$ cat src/rtl/dircc_stream_arbiter_pkg.sv
// Shared types and helpers for the DiRCC packet-atomic stream arbiter.
// Optional statistics counters are enabled with the DIRCC_ARB_STATS_EN macro.
package dircc_stream_pkg;

  typedef enum logic {
    IDLE = 1'b0,
    BUSY = 1'b1
  } arb_state_t;

  // Channel-field width: ceil(log2(n)), but at least one bit so a 1-channel index still exists.
  function automatic int clog2_min1(input int n);
    int r;
    r = 0;
    for (int i = 0; i < 31; i++) begin
      if ((1 << i) < n) r = i + 1;
    end
    return (r < 1) ? 1 : r;
  endfunction

endpackage

$ cat src/rtl/dircc_stream_arbiter_if.sv
// Avalon-ST bundle for the arbiter: N_CH input streams merged into one channel-tagged output stream.
// The arbiter side is the slave modport; the traffic source/sink side is the master modport.
interface dircc_stream_arbiter_if #(
  parameter int N_CH    = 4,
  parameter int DATA_W  = 32,
  parameter int EMPTY_W = 2
);
  import dircc_stream_pkg::*;

  localparam int CH_W = clog2_min1(N_CH);

  logic [N_CH-1:0]         stream_in_valid;
  logic [N_CH*DATA_W-1:0]  stream_in_data;
  logic [N_CH-1:0]         stream_in_startofpacket;
  logic [N_CH-1:0]         stream_in_endofpacket;
  logic [N_CH*EMPTY_W-1:0] stream_in_empty;
  logic [N_CH-1:0]         stream_in_ready;

  logic                    stream_out_valid;
  logic [DATA_W-1:0]       stream_out_data;
  logic                    stream_out_startofpacket;
  logic                    stream_out_endofpacket;
  logic [EMPTY_W-1:0]      stream_out_empty;
  logic [CH_W-1:0]         stream_out_channel;
  logic                    stream_out_ready;

  modport master (
    output stream_in_valid, stream_in_data, stream_in_startofpacket,
           stream_in_endofpacket, stream_in_empty, stream_out_ready,
    input  stream_in_ready, stream_out_valid, stream_out_data,
           stream_out_startofpacket, stream_out_endofpacket,
           stream_out_empty, stream_out_channel
  );

  modport slave (
    input  stream_in_valid, stream_in_data, stream_in_startofpacket,
           stream_in_endofpacket, stream_in_empty, stream_out_ready,
    output stream_in_ready, stream_out_valid, stream_out_data,
           stream_out_startofpacket, stream_out_endofpacket,
           stream_out_empty, stream_out_channel
  );

endinterface

$ cat src/rtl/dircc_stream_arbiter_rr_picker.sv
// Combinational round-robin picker: first request at or after i_ptr, searching upward with wrap.
// Returns a one-hot grant, its index and whether any request was present.
module dircc_rr_picker #(
  parameter int N = 4,
  parameter int W = 2
) (
  input  logic [N-1:0] i_req,
  input  logic [W-1:0] i_ptr,
  output logic [N-1:0] o_grant,
  output logic [W-1:0] o_idx,
  output logic         o_any
);

  logic         w_found;
  logic [W-1:0] w_pos;

  always_comb begin
    o_grant = '0;
    o_idx   = '0;
    w_found = 1'b0;
    w_pos   = '0;
    for (int k = 0; k < N; k++) begin
      w_pos = W'((int'(i_ptr) + k) % N);
      if (!w_found && i_req[w_pos]) begin
        w_found        = 1'b1;
        o_grant[w_pos] = 1'b1;
        o_idx          = w_pos;
      end
    end
  end

  assign o_any = |i_req;

endmodule

$ cat src/rtl/dircc_stream_arbiter.sv
// Packet-atomic round-robin merge of N_CH Avalon-ST streams into one registered, channel-tagged stream.
// Define DIRCC_ARB_STATS_EN to add the saturating stat_pkt_count / stat_drop_count outputs.
module dircc_stream_arbiter
  import dircc_stream_pkg::*;
#(
  parameter int N_CH    = 4,
  parameter int DATA_W  = 32,
  parameter int EMPTY_W = 2
) (
  input  logic                    clk_clk,
  input  logic                    reset_reset_n,
  dircc_stream_arbiter_if.slave   bus,
  output logic                    error_sticky
`ifdef DIRCC_ARB_STATS_EN
  ,
  output logic [31:0]             stat_pkt_count,
  output logic [15:0]             stat_drop_count
`endif
);

  localparam int CH_W = clog2_min1(N_CH);

  // Beat layout follows the module parameters, so it is declared here rather than in the package.
  typedef struct packed {
    logic [DATA_W-1:0]  data;
    logic               sop;
    logic               eop;
    logic [EMPTY_W-1:0] empty;
    logic [CH_W-1:0]    channel;
  } beat_t;

  arb_state_t      r_state;
  logic [CH_W-1:0] r_grant;
  logic [CH_W-1:0] r_rrPtr;
  logic            r_valid;
  beat_t           r_beat;
  logic            r_error;
`ifdef DIRCC_ARB_STATS_EN
  logic [31:0]     r_pktCount;
  logic [15:0]     r_dropCount;
`endif

  logic            w_outFree;
  logic [N_CH-1:0] w_cand;
  logic [N_CH-1:0] w_malformed;
  logic [N_CH-1:0] w_drain;
  logic [N_CH-1:0] w_winOneHot;
  logic [N_CH-1:0] w_ready;
  logic [CH_W-1:0] w_winIdx;
  logic [CH_W-1:0] w_selIdx;
  logic            w_winAny;
  logic            w_load;
  beat_t           w_next;

  assign w_outFree   = ~r_valid | bus.stream_out_ready;
  assign w_cand      = bus.stream_in_valid & bus.stream_in_startofpacket;
  assign w_malformed = bus.stream_in_valid & ~bus.stream_in_startofpacket;

  dircc_rr_picker #(.N(N_CH), .W(CH_W)) u_picker (
    .i_req   (w_cand),
    .i_ptr   (r_rrPtr),
    .o_grant (w_winOneHot),
    .o_idx   (w_winIdx),
    .o_any   (w_winAny)
  );

  // Drained and granted channels are disjoint: candidates carry sop, malformed beats do not.
  always_comb begin
    w_ready  = '0;
    w_drain  = '0;
    w_load   = 1'b0;
    w_selIdx = r_grant;
    if (w_outFree) begin
      if (r_state == IDLE) begin
        w_drain  = w_malformed & (~w_malformed + N_CH'(1));
        w_ready  = w_winOneHot | w_drain;
        w_load   = w_winAny;
        w_selIdx = w_winIdx;
      end else begin
        w_ready[r_grant] = 1'b1;
        w_load           = bus.stream_in_valid[r_grant];
      end
    end
    w_next.data    = bus.stream_in_data[int'(w_selIdx)*DATA_W +: DATA_W];
    w_next.sop     = bus.stream_in_startofpacket[w_selIdx];
    w_next.eop     = bus.stream_in_endofpacket[w_selIdx];
    w_next.empty   = bus.stream_in_empty[int'(w_selIdx)*EMPTY_W +: EMPTY_W];
    w_next.channel = w_selIdx;
  end

  always_ff @(posedge clk_clk) begin
    if (!reset_reset_n) begin
      r_state <= IDLE;
      r_grant <= '0;
      r_rrPtr <= '0;
      r_valid <= 1'b0;
      r_beat  <= '0;
      r_error <= 1'b0;
`ifdef DIRCC_ARB_STATS_EN
      r_pktCount  <= '0;
      r_dropCount <= '0;
`endif
    end else begin
      if (|w_drain) r_error <= 1'b1;
      if (w_load) begin
        r_beat  <= w_next;
        r_valid <= 1'b1;
      end else if (bus.stream_out_ready) begin
        r_valid <= 1'b0;
      end
      case (r_state)
        IDLE: begin
          if (w_load) begin
            r_grant <= w_winIdx;
            r_rrPtr <= (int'(w_winIdx) == N_CH - 1) ? '0 : w_winIdx + CH_W'(1);
            if (!w_next.eop) r_state <= BUSY;
          end
        end
        BUSY: begin
          if (w_load && w_next.eop) r_state <= IDLE;
        end
        default: r_state <= IDLE;
      endcase
`ifdef DIRCC_ARB_STATS_EN
      if (r_valid && bus.stream_out_ready && r_beat.eop && (r_pktCount != '1))
        r_pktCount <= r_pktCount + 32'd1;
      if ((|w_drain) && (r_dropCount != '1))
        r_dropCount <= r_dropCount + 16'd1;
`endif
    end
  end

  assign bus.stream_in_ready          = w_ready;
  assign bus.stream_out_valid         = r_valid;
  assign bus.stream_out_data          = r_beat.data;
  assign bus.stream_out_startofpacket = r_beat.sop;
  assign bus.stream_out_endofpacket   = r_beat.eop;
  assign bus.stream_out_empty         = r_beat.empty;
  assign bus.stream_out_channel       = r_beat.channel;
  assign error_sticky                 = r_error;
`ifdef DIRCC_ARB_STATS_EN
  assign stat_pkt_count  = r_pktCount;
  assign stat_drop_count = r_dropCount;
`endif

endmodule

$ cat src/flat_wrapper.sv
// flat-port wrapper written by rule: the top's interface ports become plain ports
module dircc_stream_arbiter_flat import dircc_stream_pkg::*;
#(
  parameter int N_CH    = 4,
  parameter int DATA_W  = 32,
  parameter int EMPTY_W = 2
)
  (clk_clk, reset_reset_n, error_sticky, bus_stream_in_valid, bus_stream_in_data, bus_stream_in_startofpacket, bus_stream_in_endofpacket, bus_stream_in_empty, bus_stream_out_ready, bus_stream_in_ready, bus_stream_out_valid, bus_stream_out_data, bus_stream_out_startofpacket, bus_stream_out_endofpacket, bus_stream_out_empty, bus_stream_out_channel);
  dircc_stream_arbiter_if #(.N_CH(N_CH), .DATA_W(DATA_W), .EMPTY_W(EMPTY_W)) bus_i ();
  input  logic clk_clk;
  input  logic reset_reset_n;
  output logic error_sticky;
  input wire logic [$bits(bus_i.stream_in_valid)-1:0] bus_stream_in_valid;
  input wire logic [$bits(bus_i.stream_in_data)-1:0] bus_stream_in_data;
  input wire logic [$bits(bus_i.stream_in_startofpacket)-1:0] bus_stream_in_startofpacket;
  input wire logic [$bits(bus_i.stream_in_endofpacket)-1:0] bus_stream_in_endofpacket;
  input wire logic [$bits(bus_i.stream_in_empty)-1:0] bus_stream_in_empty;
  input wire logic [$bits(bus_i.stream_out_ready)-1:0] bus_stream_out_ready;
  output wire logic [$bits(bus_i.stream_in_ready)-1:0] bus_stream_in_ready;
  output wire logic [$bits(bus_i.stream_out_valid)-1:0] bus_stream_out_valid;
  output wire logic [$bits(bus_i.stream_out_data)-1:0] bus_stream_out_data;
  output wire logic [$bits(bus_i.stream_out_startofpacket)-1:0] bus_stream_out_startofpacket;
  output wire logic [$bits(bus_i.stream_out_endofpacket)-1:0] bus_stream_out_endofpacket;
  output wire logic [$bits(bus_i.stream_out_empty)-1:0] bus_stream_out_empty;
  output wire logic [$bits(bus_i.stream_out_channel)-1:0] bus_stream_out_channel;
  assign bus_i.stream_in_valid = bus_stream_in_valid;
  assign bus_i.stream_in_data = bus_stream_in_data;
  assign bus_i.stream_in_startofpacket = bus_stream_in_startofpacket;
  assign bus_i.stream_in_endofpacket = bus_stream_in_endofpacket;
  assign bus_i.stream_in_empty = bus_stream_in_empty;
  assign bus_i.stream_out_ready = bus_stream_out_ready;
  assign bus_stream_in_ready = bus_i.stream_in_ready;
  assign bus_stream_out_valid = bus_i.stream_out_valid;
  assign bus_stream_out_data = bus_i.stream_out_data;
  assign bus_stream_out_startofpacket = bus_i.stream_out_startofpacket;
  assign bus_stream_out_endofpacket = bus_i.stream_out_endofpacket;
  assign bus_stream_out_empty = bus_i.stream_out_empty;
  assign bus_stream_out_channel = bus_i.stream_out_channel;
  dircc_stream_arbiter #(.N_CH(N_CH), .DATA_W(DATA_W), .EMPTY_W(EMPTY_W)) u_core (.clk_clk(clk_clk), .reset_reset_n(reset_reset_n), .bus(bus_i), .error_sticky(error_sticky));
endmodule
$ cat config.mk
export PLATFORM = sky130hd
export DESIGN_NAME = dircc_stream_arbiter_flat
export DESIGN_NICKNAME = d
export VERILOG_FILES = /design/src/rtl/dircc_stream_arbiter_pkg.sv /design/src/rtl/dircc_stream_arbiter_if.sv /design/src/rtl/dircc_stream_arbiter_rr_picker.sv /design/src/rtl/dircc_stream_arbiter.sv /design/src/flat_wrapper.sv
export SDC_FILE = /design/constraint.sdc
export NUM_CORES = 1
export LEC_CHECK = 0
export ABC_AREA = 1
export BUFFER_PORTS_ARGS = -buffer_cell sky130_fd_sc_hd__buf_4
export CAP_MARGIN = 30
export CORE_AREA = 2 2 91 102
export DETAILED_ROUTE_END_ITERATION = 6
export DIE_AREA = 0 0 93 104
export PLACE_DENSITY = 0.83
export SYNTH_ARGS = -nofsm -noshare
export SYNTH_HDL_FRONTEND = slang
export SYNTH_SLANG_ARGS = --single-unit
$ cat constraint.sdc
create_clock -name clk_clk -period 6.3 [get_ports clk_clk]
set_clock_uncertainty 0.1 [all_clocks]
set_input_delay 0.315 -clock clk_clk [delete_from_list [all_inputs] [get_ports clk_clk]]
set_output_delay 0.315 -clock clk_clk [all_outputs]
set_load 0.01 [all_outputs]
==> results.yml <==
critical_path:
  cp_slowest_cell: "nand2_4"
  required_ns: 6.40
  cp_max_fo: 73
  start_kind: "register"
  slowest_delay_ns: 0.88
  endpoint_kind: "register"
  path_cells: "inv_4, ha_1, inv_1, nand3_1, nand2_2, nand2_2, nand2_1, nand3_2, nand3_4, nand2_4, nand2_1, nand3_1, nand3_1, nand2_1, inv_1"
  crit_arrival_ns: 4.17
  path_class: "register to register"
  reg2reg_depth: 15
cells_and_area:
  fin_util_pct: 65.7
  fin_nets: 1041
  drive_above_1_share_pct: 24.8
  diodes: 0
  stdcell_area_sq_mm: 0.00568
  layoutNonFillerInstCount: 996
  area_growth_pct: 35.0
detailed_routing:
  vias_per_cell: 5.18
  post_drt_wl_per_cell_um: 13.8
  vias: 5156
  drc: 0
  routed_wl_mm: 13.8
  drtIter0Drc: 315
  drtPass1Iterations: 5
  ant_nets: 0
sta:
  setup_violations: 0
  finalSetupTns_ns: 0
  fin_crit_sh_pct: 64.5
  worst-slew-pin-transition_ns: 0.822
  fmax_mhz: 246
  holdWs_ns: 0.296
  hold_violations: 0
  finalMaxSlewViolations: 0
  fin_crit_ns: 4.06
  rsz0062_at_grt: "no"
  maxSlewHeadroom_pct: 45.2
  worst_slack_ns: 2.24
die:
  die_w_um: 93
  die_h_um: 104
  start_util_pct: 48.7
  fp.dieArea_sq_mm: 0.00967
  ios: 195
  fp-row-count: 36
  core_sq_mm: 0.00865
place:
  pre_cts_slack_ns: 2.35
  placed_area_sq_mm: 0.00559
  routabilityCongestion: 0.910
  portBuffers: 194
  dp_hpwl_mm: 10.3
  place_inst: 989
logic_synthesis:
  synth_edf_count: 0
  syn_area_per_cell_sq_um: 5.84
  syn_inst: 721
  async_reset_ff_share_pct: 0
  syn_area_sq_mm: 0.00421
  synth-seq-cells: 45
  synth_ff_type: "dfxtp_1"
  yosysWarningCount: 0
  syn_nets: 880
  yosysSeqAreaShare_pct: 21.4
  synth_cell_types: 31
grt:
  antenna_found_initial: 0
  groute.usage.overall_pct: 27.6
  grt_overflow_total: 0
  grt_start_max_net_pins: 77
  grt_pass1_vias: 4830
  grt_pass1_wl_mm: 22.3
clocking:
  post_cts_buffers: 0
  cts_hold_buf: 0
  clk_path_buf_depth: 2
  cts_tree: "done"
  h-tree-depth: 2
  clk_latency_ns: 0.30
  path_clk_slew_ns: 0.09
  cts_buffers: 5
  cts_resized: 0
  clkSinkCount: 45
  cts_root_buf: "clkbuf_8"
power:
  power_leakage_nw: 3.40
  totalPowerFinal_mw: 2.55
  peakVddDrop_uv: 229
  powerDensity_mw_per_mm2: 448
flow_run:
  max_cap_violations: 0
status:
  status: "finished clean"
min_path:
  hold_path.class: "input port to register"
  holdPathStages: 7
[worst paths after layout]
kind	from	to	slack (ns)
worst max-delay path	u_core.r_rrPtr[0]$_SDFFE_PN0P_	u_core.bus.stream_out_data[15]$_SDFFE_PN0P_	2.24
worst min-delay path	bus_stream_in_data[80]	u_core.bus.stream_out_data[16]$_SDFFE_PN0P_	0.30
worst max register to register	u_core.r_rrPtr[0]$_SDFFE_PN0P_	u_core.bus.stream_out_data[15]$_SDFFE_PN0P_	2.24
worst min register to register	u_core.error_sticky$_SDFFE_PN0P_	u_core.error_sticky$_SDFFE_PN0P_	0.38
[routing by layer]
metal  track usage [%]  vias up  share of wire [%]
li1                  -     2591                  -
met3              5.00       33                7.2
met5                 0        -                  0
met1              33.9     2304                 40
met4              9.77        0                3.0
met2              48.0      228                 50
[critical path, delay by kind of cell, from the launching register on]
kind	cells	cell delay, ns
buffers and inverters	3	0.32
flip-flops	1	0.68
AND/OR/NAND/NOR	11	2.40
adder cells (fa/ha/maj)	1	0.40
[where the power goes]
group / switching (mW) / internal, mW / leakage [nW]
Combinational: 1.19 / 0.688 / 2.98
Clock: 0.105 / 0.0870 / 0.0433
Sequential: 0.0853 / 0.398 / 0.374
[Yosys cell counts, types with 4 or more instances]
cell type,number,area [sq um]
a21oi_1,12,60.1
buf_1,4,15.0
buf_2,14,70.1
buf_6,8,90.1
clkbuf_1,15,56.3
dfxtp_1,45,901
ha_1,8,100
inv_1,164,616
nand2_1,156,586
nand2_2,5,31.3
nand3_1,172,861
nand3b_1,36,270
nor2_1,14,52.6
o21a_1,35,263
o21ai_0,10,50.1
[flip-flops by register name, indices dropped and copies added (netlist names), named ones only]
register                             count
u_core.bus.stream_out_startofpacket      1
u_core.bus.stream_out_empty              2
u_core.bus.stream_out_data              32
u_core.bus.stream_out_channel            2
u_core.error_sticky                      1
u_core.bus.stream_out_endofpacket        1
u_core.r_rrPtr                           2
u_core.r_grant                           2
u_core.bus.stream_out_valid              1
[layout make-up]
| class | count | area [sq um] |
|---|---|---|
| Fill cell | 792 | 2960 |
| Multi-Input combinational cell | 468 | 2450 |
| Timing Repair Buffer | 196 | 1470 |
| Clock buffer | 6 | 82.6 |
| Sequential cell | 45 | 901 |
| Tap cell | 114 | 143 |
| Inverter | 166 | 626 |
| Clock inverter | 1 | 7.51 |
[cells by family after synthesis]
logic type / count (synthesis) / share of synthesized area, %
flops: 45 / 21.4
fa+ha+maj: 8 / 2.38
compound gates: 65 / 10.3
simple gates: 395 / 45.3
buf+inv: 208 / 20.5
[layout by cell type (no fill, tap or decap), types with 2 or more instances in the layout]
master and count:
a21oi_1 12, buf_4 196, clkbuf_8 6, dfxtp_1 45, ha_1 8, inv_1 164
nand2_1 155, nand2_2 6, nand2_4 2, nand3_1 172, nand3_2 3, nand3b_1 36
nand4_1 2, nor2_1 13, o211ai_1 3, o21a_1 35, o21ai_0 10, o221ai_1 2
(Power assumes the default switching activity.)
